`src/rtl/universal_reg_clr_pre.sv`:
```
// WIDTH-bit multi-mode register: async clear, sync preset, load/shift/rotate/toggle/count.
// Define UREG_COUNT_EN to build the up/down counter and its carry flag.
module universal_reg_clr_pre #(
   parameter int               WIDTH        = 8,
   parameter logic [WIDTH-1:0] PRESET_VALUE = {WIDTH{1'b1}}
) (
   input  logic             clock,
   input  logic             clear,
   input  logic             preset,
   input  logic             enable,
   input  logic [2:0]       mode,
   input  logic [WIDTH-1:0] d,
   input  logic             ser_in_l,
   input  logic             ser_in_r,
   output logic [WIDTH-1:0] q,
   output logic [WIDTH-1:0] q_bar,
   output logic             carry,
   output logic             zero
);

   logic [WIDTH-1:0] q_next;
   logic             carry_next;

`ifdef UREG_COUNT_EN
   localparam logic [WIDTH-1:0] ONE = WIDTH'(1);
`endif

   always_comb begin
      q_next     = q;
      carry_next = 1'b0;
      if (!preset) begin
         q_next = PRESET_VALUE;
      end else if (enable) begin
         unique case (mode)
            3'b000: q_next = q;
            3'b001: q_next = d;
            3'b010: q_next = {q[WIDTH-2:0], ser_in_r};
            3'b011: q_next = {ser_in_l, q[WIDTH-1:1]};
            3'b100: q_next = q ^ d;
            3'b101: q_next = {q[WIDTH-2:0], q[WIDTH-1]};
`ifdef UREG_COUNT_EN
            3'b110: begin
               q_next     = q + ONE;
               carry_next = (q == '1);
            end
            3'b111: begin
               q_next     = q - ONE;
               carry_next = (q == '0);
            end
`else
            3'b110, 3'b111: q_next = q;
`endif
         endcase
      end
   end

   always_ff @(posedge clock or negedge clear) begin
      if (!clear) begin
         q <= '0;
      end else begin
         q <= q_next;
      end
   end

`ifdef UREG_COUNT_EN
   logic carry_q;

   always_ff @(posedge clock or negedge clear) begin
      if (!clear) begin
         carry_q <= 1'b0;
      end else begin
         carry_q <= carry_next;
      end
   end

   assign carry = carry_q;
`else
   logic unused_carry;
   assign unused_carry = carry_next;
   assign carry        = 1'b0;
`endif

   assign q_bar = ~q;
   assign zero  = ~|q;

endmodule

```
`config.mk`:
```
export PLATFORM = sky130hd
export DESIGN_NAME = universal_reg_clr_pre
export DESIGN_NICKNAME = d
export VERILOG_FILES = /design/src/rtl/universal_reg_clr_pre.sv
export SDC_FILE = /design/constraint.sdc
export NUM_CORES = 1
export LEC_CHECK = 0
export CAP_MARGIN = 20
export CORE_MARGIN = 5
export CORE_UTILIZATION = 40
export DETAILED_ROUTE_END_ITERATION = 7
export PLACE_DENSITY = 0.86
export SLEW_MARGIN = 30
export SYNTH_ARGS = -nofsm -noshare
export SYNTH_HDL_FRONTEND = slang
export SYNTH_SLANG_ARGS = --single-unit
```
`constraint.sdc`:
```
create_clock -name clock -period 1.95 [get_ports clock]
set_input_delay 0.39 -clock clock [delete_from_list [all_inputs] [get_ports clock]]
set_output_delay 0.39 -clock clock [all_outputs]
set_load 0.05 [all_outputs]
```
==> results of run 1 <==
## cells by family after synthesis
group                  count (synthesis)
other                                  1
AND/OR/NAND/NOR                       35
AO/OA/AOI/OAI                         34
flip-flops                             8
multiplexers                           4
XOR/XNOR                               1
buffers and inverters                 16
## routing by layer
layer / wire [µm] / vias to the layer above
met5: 0 / -
met3: 165 / 2
li1: - / 442
met2: 1290 / 33
met1: 974 / 414
met4: 19 / 0
## worst max-delay path by stage
stage,startpoint,to,cells after the start
2_1_floorplan,q[0],zero,3
3_3_place_gp,mode[1],q[4],4
3_5_place_dp,mode[2],q[0],5
4_1_cts,mode[1],q[0],5
5_1_grt,mode[1],q[1],7
6_report,mode[2],q[0],5
## area by class of cell
class / instances / area [µm²]
Timing Repair Buffer: 42 / 368
Clock buffer: 3 / 22.5
Multi-Input combinational cell: 75 / 503
Inverter: 8 / 41.3
Tap cell: 25 / 31.3
Sequential cell: 8 / 200
Fill cell: 159 / 617
## placed cells by master, fill, tap and decap left out, types with 2 or more instances in the layout
cell type        Yosys  layout
clkinvlp_4           0       3
clkdlybuf4s50_1      0      16
nand2b_1            10      10
o2bb2ai_1            5       5
a21oi_1             11      11
buf_4                1      25
nand3_1              5       5
mux2i_1              4       4
inv_1                8       5
nand4_1              2       2
o32a_1               6       6
a311oi_1             2       2
o21ai_0              2       2
nand2_1              4       4
nor3b_1              5       5
nor2_1               7       6
dfrtp_1              8       8
clkbuf_4             0       3
## per-stage QoR
| step | setup TNS (ns) | area [µm²] |
|---|---|---|
| 6_report | 0 | 1170 |
| 5_1_grt | 0 | 1170 |
| 4_1_cts | 0 | 1170 |
| 3_5_place_dp | -0.678 | 1140 |
| 3_3_place_gp | -0.463 | 1140 |
| 2_1_floorplan | 0 | 788 |
## power by group
part / switching, mW / internal (mW)
combinational: 0.208 / 0.133
clock: 0.0606 / 0.0707
sequential: 0.0268 / 0.181
==> run metrics, run 1 <==
Synth Instances 99; Largest register FFs 8; compound-cell area share of the yosys netlist around 33%; crit path kind input port to flip-flop; count leader, synth a21oi_1; vias in the first global route around 880; prevailing post-synth register cell dfrtp_1; Top Usage Layer GRT met2; PD cells 583 nW/µm²; # nets final about 160; pin count of the biggest net entering global routing 20; HP Class input port to async pin; GR Util All Layers 18.8%; RR Startpoint q[5]; Worst EP arrival 1.93 ns; Critical Path Start Type input port; CP Max Fanout 7; Top delay family on crit path compound AO/OA/AOI/OAI gates; Slew headroom approximately two thirds; Max Freq around 0.56 GHz; pre-CTS setup slack -0.107 ns; met2 usage about a third; status finished clean; Hold Buf Count CTS 0; Synth Area per Inst 7.77 µm²; Avg WL per Cell 15.2 µm; Critical Path RT ~2.1 ns; Post-Syn Nets between 100 and 150; Largest Register q; layout cells sized above 1 between 20% and 30%; Ys Warns 0; Synth Register Bits 8; Total Power a little under 0.7 mW; First DRT Iteration DRCs 16; GRT overflow 0; Pre-antenna DRT Iters 4; hpwl dp 1960 µm; Seq/Total Area, Yosys a little over a quarter; adder-cell share of the synthesized area 0%; VDD IR max slightly below 0.3 mV; CP Capture Type flip-flop; min Tclk post-route about 1.8 ns; TritonCTS buffer count 3; Unique masters post-synth 31; final setup margin between 0.15 and 0.2 ns; Final period util 91.8%; clk sinks 8; routability cong. 0.805; root buf cell clkbuf_4; FF-to-FF setup slack roughly 0.61 ns; Setup Skew around 0.0019 ns; vias per cell around 5.5; Core Area roughly 1800 µm²; CTS max path bufs 2; final hold vios 0; RSZ-0062 raised after global routing false; antenna fix cells 0; DR DRC count 0; # rows 15; Yosys top cell by area dfrtp_1; global-route track usage on met3 approximately 3.9%; PostCTS Resize Cnt 0; top cells by count, synth a21oi_1, nand2b_1, dfrtp_1, inv_1, nor2_1; Placed Cells about 160; via count 891; final core occ approximately two thirds; leakage dissipation between 0.4 and 0.5 nW; starting density of the core between 40% and 50%; clk slew on worst S/H paths about 0.06 ns; CTS tree yes; worst skew pair latency 0.26 ns; Synth Cell Area about 770 µm²; WP buf/inv 1; Die Width approximately 54 µm; first-pass GRT wire length roughly 4000 µm; CP Cell Sequence clkdlybuf4s50_1 -> a21bo_1 -> or3b_1 -> a311oi_1 -> a21oi_1; antenna violations before repair 0; biggest regs q x8; Routed Antenna Nets 0; worst slew pin tran around 0.47 ns; top-area cell type share of the netlist area a little over a quarter; Max-Cap Viols 0; Post-Layout Cell Count around 160; Final Max Tran Viols 0; postcts setup bufs 0; CP peak stage delay approximately 0.48 ns; number of flops mapped to enable cells by yosys 0; P&R area growth vs syn 51.5%; final WL approximately 2400 µm; met1 Resource Use GR between 20% and 30%; final hold slack ~0.42 ns; mux cell area share after synthesis 5.20%; ranking of synthesized cells by area dfrtp_1, nand2b_1, o32a_1; Die Span Y ~54 µm; XOR/XNOR Fraction of Synth Area ~1.1%; Finish-stage setup viols 0; input/output buffers 33; slowest cell on the critical path or3b_1; die area 2900 µm²; asr flop ratio synth 100%; reg2reg end q[5]; R2R depth 4; number of H-tree levels 1; I/O Pins 35; post-synthesis simple-gate area fraction between 20% and 30%; largest family of logic cells by synthesized area compound AO/OA/AOI/OAI gates
Note: power is estimated with default switching activity, not from simulation.
==> run 2: changes to the inputs <==
- SLEW_MARGIN: 30 -> default
- clock period: 1.95 -> 2.2 ns (I/O delays scaled with it)
==> run 2 against run 1 <==
Compared with the run above:
- sequential power fell by 12%
- critical path depth down 3
- cell count decreased by 0.62%
- non-clock buffer count fell by 1
- utilization is 0.91 points higher
- setup slack worse by 0.047 ns
- final area grew 1.4%
- global-route usage is 1.0 points lower
- clock power shrank 17%
- worst hold slack improved by 0.056 ns
- largest cell class unchanged
==> run metrics, run 2 (synthesis results as in run 1) <==
TritonCTS buffer count 3 (unchanged); hpwl dp 1930 µm (was 1960 µm); Die Width 53.9 µm (unchanged); Slew headroom 64.3% (was 67.6%); Avg WL per Cell 14.9 µm (was 15.2 µm); GR Util All Layers 17.8% (was 18.8%); antenna fix cells 0 (unchanged); Routed Antenna Nets 0 (unchanged); CP Max Fanout 7 (unchanged); Die Span Y 53.9 µm (unchanged); postcts setup bufs 0 (unchanged); PostCTS Resize Cnt 0 (unchanged); RSZ-0062 raised after global routing false (unchanged); # nets final 154 (was 155); Pre-antenna DRT Iters 4 (unchanged); GRT overflow 0 (unchanged); final WL 2380 µm (was 2450 µm); pin count of the biggest net entering global routing 20 (unchanged); leakage dissipation 0.498 nW (was 0.488 nW); first-pass GRT wire length 3800 µm (was 3990 µm); # rows 15 (unchanged); CTS tree yes (unchanged); HP Class input port to async pin (unchanged); Finish-stage setup viols 0 (unchanged); CP Capture Type output port (was flip-flop); via count 905 (was 891); Placed Cells 157 (was 158); setup TNS 0 ns (unchanged); number of H-tree levels 1 (unchanged); Max-Cap Viols 0 (unchanged); layout cells sized above 1 9.63% (was 24.3%); final setup margin 0.113 ns (was 0.160 ns); clk slew on worst S/H paths 0.05 ns (was 0.06 ns); Critical Path Start Type flip-flop (was input port); Worst EP arrival 1.65 ns (was 1.93 ns); Core Area 1780 µm² (unchanged); vias in the first global route 838 (was 876); most frequent cells in the layout clkdlybuf4s50_1, a21oi_1, nand2b_1 (was buf_4, clkdlybuf4s50_1, a21oi_1, nand2b_1, dfrtp_1); Hold Buf Count CTS 0 (unchanged); vias per cell 5.66 (was 5.53); clk sinks 8 (unchanged); CTS max path bufs 2 (unchanged); VDD IR max 0.331 mV (was 0.294 mV); I/O Pins 35 (unchanged); worst slew pin tran 0.533 ns (was 0.472 ns); Final period util a little over nine tenths; input/output buffers 33 (unchanged); min Tclk post-route roughly 2.1 ns; Post-Layout Cell Count 160 (was 161); Max Freq ~0.48 GHz; Largest register FFs 8 (unchanged); Final Max Tran Viols 0 (unchanged); antenna violations before repair 0 (unchanged); Largest Register q (unchanged); Setup Skew 0.00289 ns (was 0.00188 ns); commonest non-fill, non-tap cell in the layout clkdlybuf4s50_1 (was buf_4); Total Power 0.604 mW (was 0.680 mW); worst skew pair latency 0.25 ns (was 0.26 ns); crit path kind flip-flop to output port (was input port to flip-flop); pre-CTS setup slack 0.0141 ns (was -0.107 ns); die area 2900 µm² (unchanged); Critical Path RT 1.76 ns (was 2.08 ns); Fill cells 151 (was 159); routability cong. 0.813 (was 0.805); DR DRC count 0 (unchanged); First DRT Iteration DRCs 35 (was 16); final hold vios 0 (unchanged); starting density of the core 43.2% (unchanged); biggest regs q x8 (unchanged); P&R area growth vs syn 53.7% (was 51.5%); final hold slack 0.477 ns (was 0.421 ns); PD cells 511 nW/µm² (was 583 nW/µm²); root buf cell clkbuf_4 (unchanged); status finished clean (unchanged)
## run 2: cell types whose count changed in the layout (fill, tap and decap cells not counted)
cell	delta
buf_4	-17
clkdlybuf4s50_1	+16
clkinvlp_4	-3
inv_1	+3
nor2_2	+1
nor2_4	-1
## run 2: final timing paths
path                       start  endpoint  slack (ns)  depth (start not counted)
min in group clock          q[7]      q[7]        0.60                          1
max in group asynchronous  clear      q[3]        1.45                          1
min                        clear      q[2]        0.48                          1
max reg2reg                 q[6]      q[7]        0.91                          4
max                         q[6]  q_bar[6]        0.11                          2
min reg2reg                 q[7]      q[7]        0.60                          1
## run 2: layer usage
layer,vias up,track usage [%],wire length [µm],part of all wire [%]
met4,0,5.53,25,1.1
met2,28,29.8,1190,50
li1,439,-,-,-
met5,-,0,0,0
met3,2,4.43,119,5.0
met1,436,22.2,1040,44
## run 2: through the flow
stage	cell area [µm²]	util, %
3_5_place_dp	1160	65.1
4_1_cts	1180	66.3
3_3_place_gp	1160	65.1
5_1_grt	1180	66.3
2_1_floorplan	772	-
6_report	1180	66.3
## run 2: cell type report
| class | count | area (µm²) | area share, % |
|---|---|---|---|
| multi-input cells | 75 | 498 | 42.1 |
| repair buffers | 41 | 400 | 33.9 |
| flip-flops and latches | 8 | 200 | 16.9 |
| well taps | 25 | 31.3 | 2.65 |
| inverters | 8 | 30.0 | 2.54 |
| clock buffers | 3 | 22.5 | 1.90 |
## run 2: worst max-delay path, cell delays in order, from the launching register on
cell             delay (ns)
dfrtp_1                0.47
inv_1                  0.11
clkdlybuf4s50_1        0.81
## run 2: power breakdown
group | internal [mW] | switching (mW) | leakage [nW]
clock network | 0.0622 | 0.0470 | 0.0138
registers | 0.160 | 0.0221 | 0.0782
logic | 0.128 | 0.185 | 0.406
total | 0.351 | 0.254 | 0.498
==> run 3: changes to the inputs <==
- ABC_AREA: default -> 1
- CORE_MARGIN: 5 -> 2
- PLACE_DENSITY: 0.86 -> 0.84
==> run 3 against run 2 <==
Compared with the run above:
- sequential cell count unchanged
- first-iteration DRC count increased by 23%
- sequential power is 4% lower
- clock power is 17% higher
- clock skew rose by 0.0094 ns
==> run metrics, run 3 <==
Yosys top cell by area dfrtp_1 (unchanged); input/output buffers 33 (unchanged); Final Max Tran Viols 0 (unchanged); ranking of synthesized cells by area dfrtp_1, nand2_1, nor2_1 (was dfrtp_1, nand2b_1, o32a_1); top cells by count, synth nand2_1, nor2_1, inv_1 (was a21oi_1, nand2b_1, dfrtp_1, inv_1, nor2_1); Avg WL per Cell 11.8 µm (was 14.9 µm); vias in the first global route 913 (was 838); clk sinks 8 (unchanged); final WL 2460 µm (was 2380 µm); top routing layer in use met4 (unchanged); layout cells sized above 1 9.94% (was 9.63%); CTS max path bufs 2 (unchanged); via count 1027 (was 905); R2R depth 8 (was 4); first-pass GRT wire length 4120 µm (was 3800 µm); final setup margin 0.0658 ns (was 0.113 ns); CTS tree yes (unchanged); Slew headroom 65.6% (was 64.3%); Critical Path RT 1.76 ns (about the same); Largest register FFs 8 (unchanged); antenna fix cells 0 (unchanged); Core Area 1940 µm² (was 1780 µm²); reg2reg end q[7] (unchanged); First DRT Iteration DRCs 43 (was 35); die area 2400 µm² (was 2900 µm²); prevailing post-synth register cell dfrtp_1 (unchanged); RR Startpoint q[7] (was q[6]); Synth Area per Inst 5.55 µm² (was 7.77 µm²); worst slew pin tran 0.515 ns (was 0.533 ns); count leader, synth nand2_1 (was a21oi_1); Max Freq 0.469 GHz (was 0.479 GHz); biggest regs q x8 (unchanged); I/O Pins 35 (unchanged); Worst EP arrival 1.69 ns (was 1.65 ns); number of flops mapped to enable cells by yosys 0 (unchanged); PD cells 499 nW/µm² (was 511 nW/µm²); number of H-tree levels 1 (unchanged); RSZ-0062 raised after global routing false (unchanged); met2 wire length 1190 µm (about the same); GRT overflow 0 (unchanged); Hold Buf Count CTS 0 (unchanged); Synth Register Bits 8 (unchanged); FF-to-FF setup slack 1.04 ns (was 0.91 ns); vias per cell 4.94 (was 5.66); PostCTS Resize Cnt 0 (unchanged); antenna violations before repair 0 (unchanged); Synth Cell Area 811 µm² (was 769 µm²); CP Max Fanout 6 (was 7); Unique masters post-synth 16 (was 31); pin count of the biggest net entering global routing 10 (was 20); top-area cell type share of the netlist area 24.7% (was 26.0%); Seq/Total Area, Yosys 24.7% (was 26.0%); clk slew on worst S/H paths 0.07 ns (was 0.05 ns); GR Util All Layers 22.0% (was 17.8%); Max-Cap Viols 0 (unchanged); Largest Register q (unchanged); TritonCTS buffer count 3 (unchanged); Critical Path Start Type flip-flop (unchanged); WL met3 198 µm (was 119 µm); Total Power 0.593 mW (was 0.604 mW); # nets final 200 (was 154); Die Span Y 49.0 µm (was 53.9 µm); starting density of the core 41.8% (was 43.2%); Post-Syn Nets 163 (was 116); Routed Antenna Nets 0 (unchanged); Synth Instances 146 (was 99); CP Capture Type output port (unchanged); M1 wire length 1050 µm (was 1040 µm); pre-CTS setup slack 0.337 ns (was 0.0141 ns); HP Class input port to async pin (unchanged); status finished clean (unchanged); worst skew pair latency 0.27 ns (was 0.25 ns); root buf cell clkbuf_4 (unchanged); commonest non-fill, non-tap cell in the layout nand2_1 (was clkdlybuf4s50_1); Final period util 97.0% (was 94.9%); min Tclk post-route 2.13 ns (was 2.09 ns); Placed Cells 205 (was 157); DR DRC count 0 (unchanged); Ys Warns 0 (unchanged); P&R area growth vs syn 46.8% (was 53.7%); final core occ 61.3% (was 66.3%); Setup Skew 0.0123 ns (was 0.00289 ns); Post-Layout Cell Count 208 (was 160); Die Width 49.0 µm (was 53.9 µm); setup TNS 0 ns (unchanged); VDD IR max 0.289 mV (was 0.331 mV); final hold vios 0 (unchanged); Finish-stage setup viols 0 (unchanged); postcts setup bufs 0 (unchanged); most frequent cells in the layout nand2_1, nor2_1, clkdlybuf4s50_1, inv_1, a21oi_1 (was clkdlybuf4s50_1, a21oi_1, nand2b_1); Fill cells 196 (was 151); crit path kind flip-flop to output port (unchanged); Crit. Startpoint q[7] (was q[6]); hpwl dp 1830 µm (was 1930 µm); leakage dissipation 0.642 nW (was 0.498 nW); Pre-antenna DRT Iters 4 (unchanged); routability cong. 0.812 (was 0.813); # rows 16 (was 15); asr flop ratio synth 100% (unchanged)
==> run 3: cell types whose count changed after synthesis, sizes merged, moves of 5 or more <==
| cell | previous run | this run |
|---|---|---|
| nand2b | 10 | 0 |
| nor3b | 5 | 0 |
| inv | 8 | 21 |
| o2bb2ai | 5 | 0 |
| nor2 | 7 | 36 |
| o32a | 6 | 0 |
| nand2 | 4 | 53 |
==> run 3: stage by stage <==
step	hold WS, ns	cell area [µm²]
global route	0.503	1190
detailed placement	0.567	1170
finish	0.464	1190
CTS	0.487	1190
floorplan	0.144	813
global placement	0.580	1170
==> run 3: area by class of cell <==
cell class	count	area [µm²]	share of cell area (%)
Inverter	21	78.8	6.62
Clock buffer	3	22.5	1.89
Timing Repair Buffer	33	328	27.5
Sequential cell	8	200	16.8
Multi-Input combinational cell	116	527	44.3
Tap cell	27	33.8	2.84
==> run 3: where the power goes <==
| part | leakage [nW] | internal, mW | switching (mW) |
|---|---|---|---|
| combinational | 0.552 | 0.101 | 0.191 |
| sequential | 0.0762 | 0.159 | 0.0161 |
| clock | 0.0138 | 0.0631 | 0.0634 |
==> run 3: cell families after synthesis <==
logic type	count (synthesis)	synth area share (%)
simple gates	101	55.1
buf+inv	22	10.6
compound gates	14	9.10
flops	8	24.7
other cells	1	0.463
==> run 3: worst max path at each step <==
stage / end / slack, ns / cells past startpoint
after global placement: q[2] / 0.39 / 8
after global routing: q_bar[5] / 0.01 / 2
final: q_bar[7] / 0.07 / 2
after detailed placement: q[5] / 0.34 / 7
after floorplan: zero / 0.1 / 3
after CTS: q_bar[5] / 0.08 / 2
==> run 3: layer usage <==
metal / vias up / track usage (%)
met4: 0 / 11.4
met1: 452 / 26.4
li1: 515 / -
met3: 4 / 5.21
met2: 56 / 36.3
met5: - / 0
==> run 3: critical path: stages (launching register included) <==
cell and delay, ns:
dfrtp_1 0.45, inv_1 0.15, clkdlybuf4s50_1 0.82
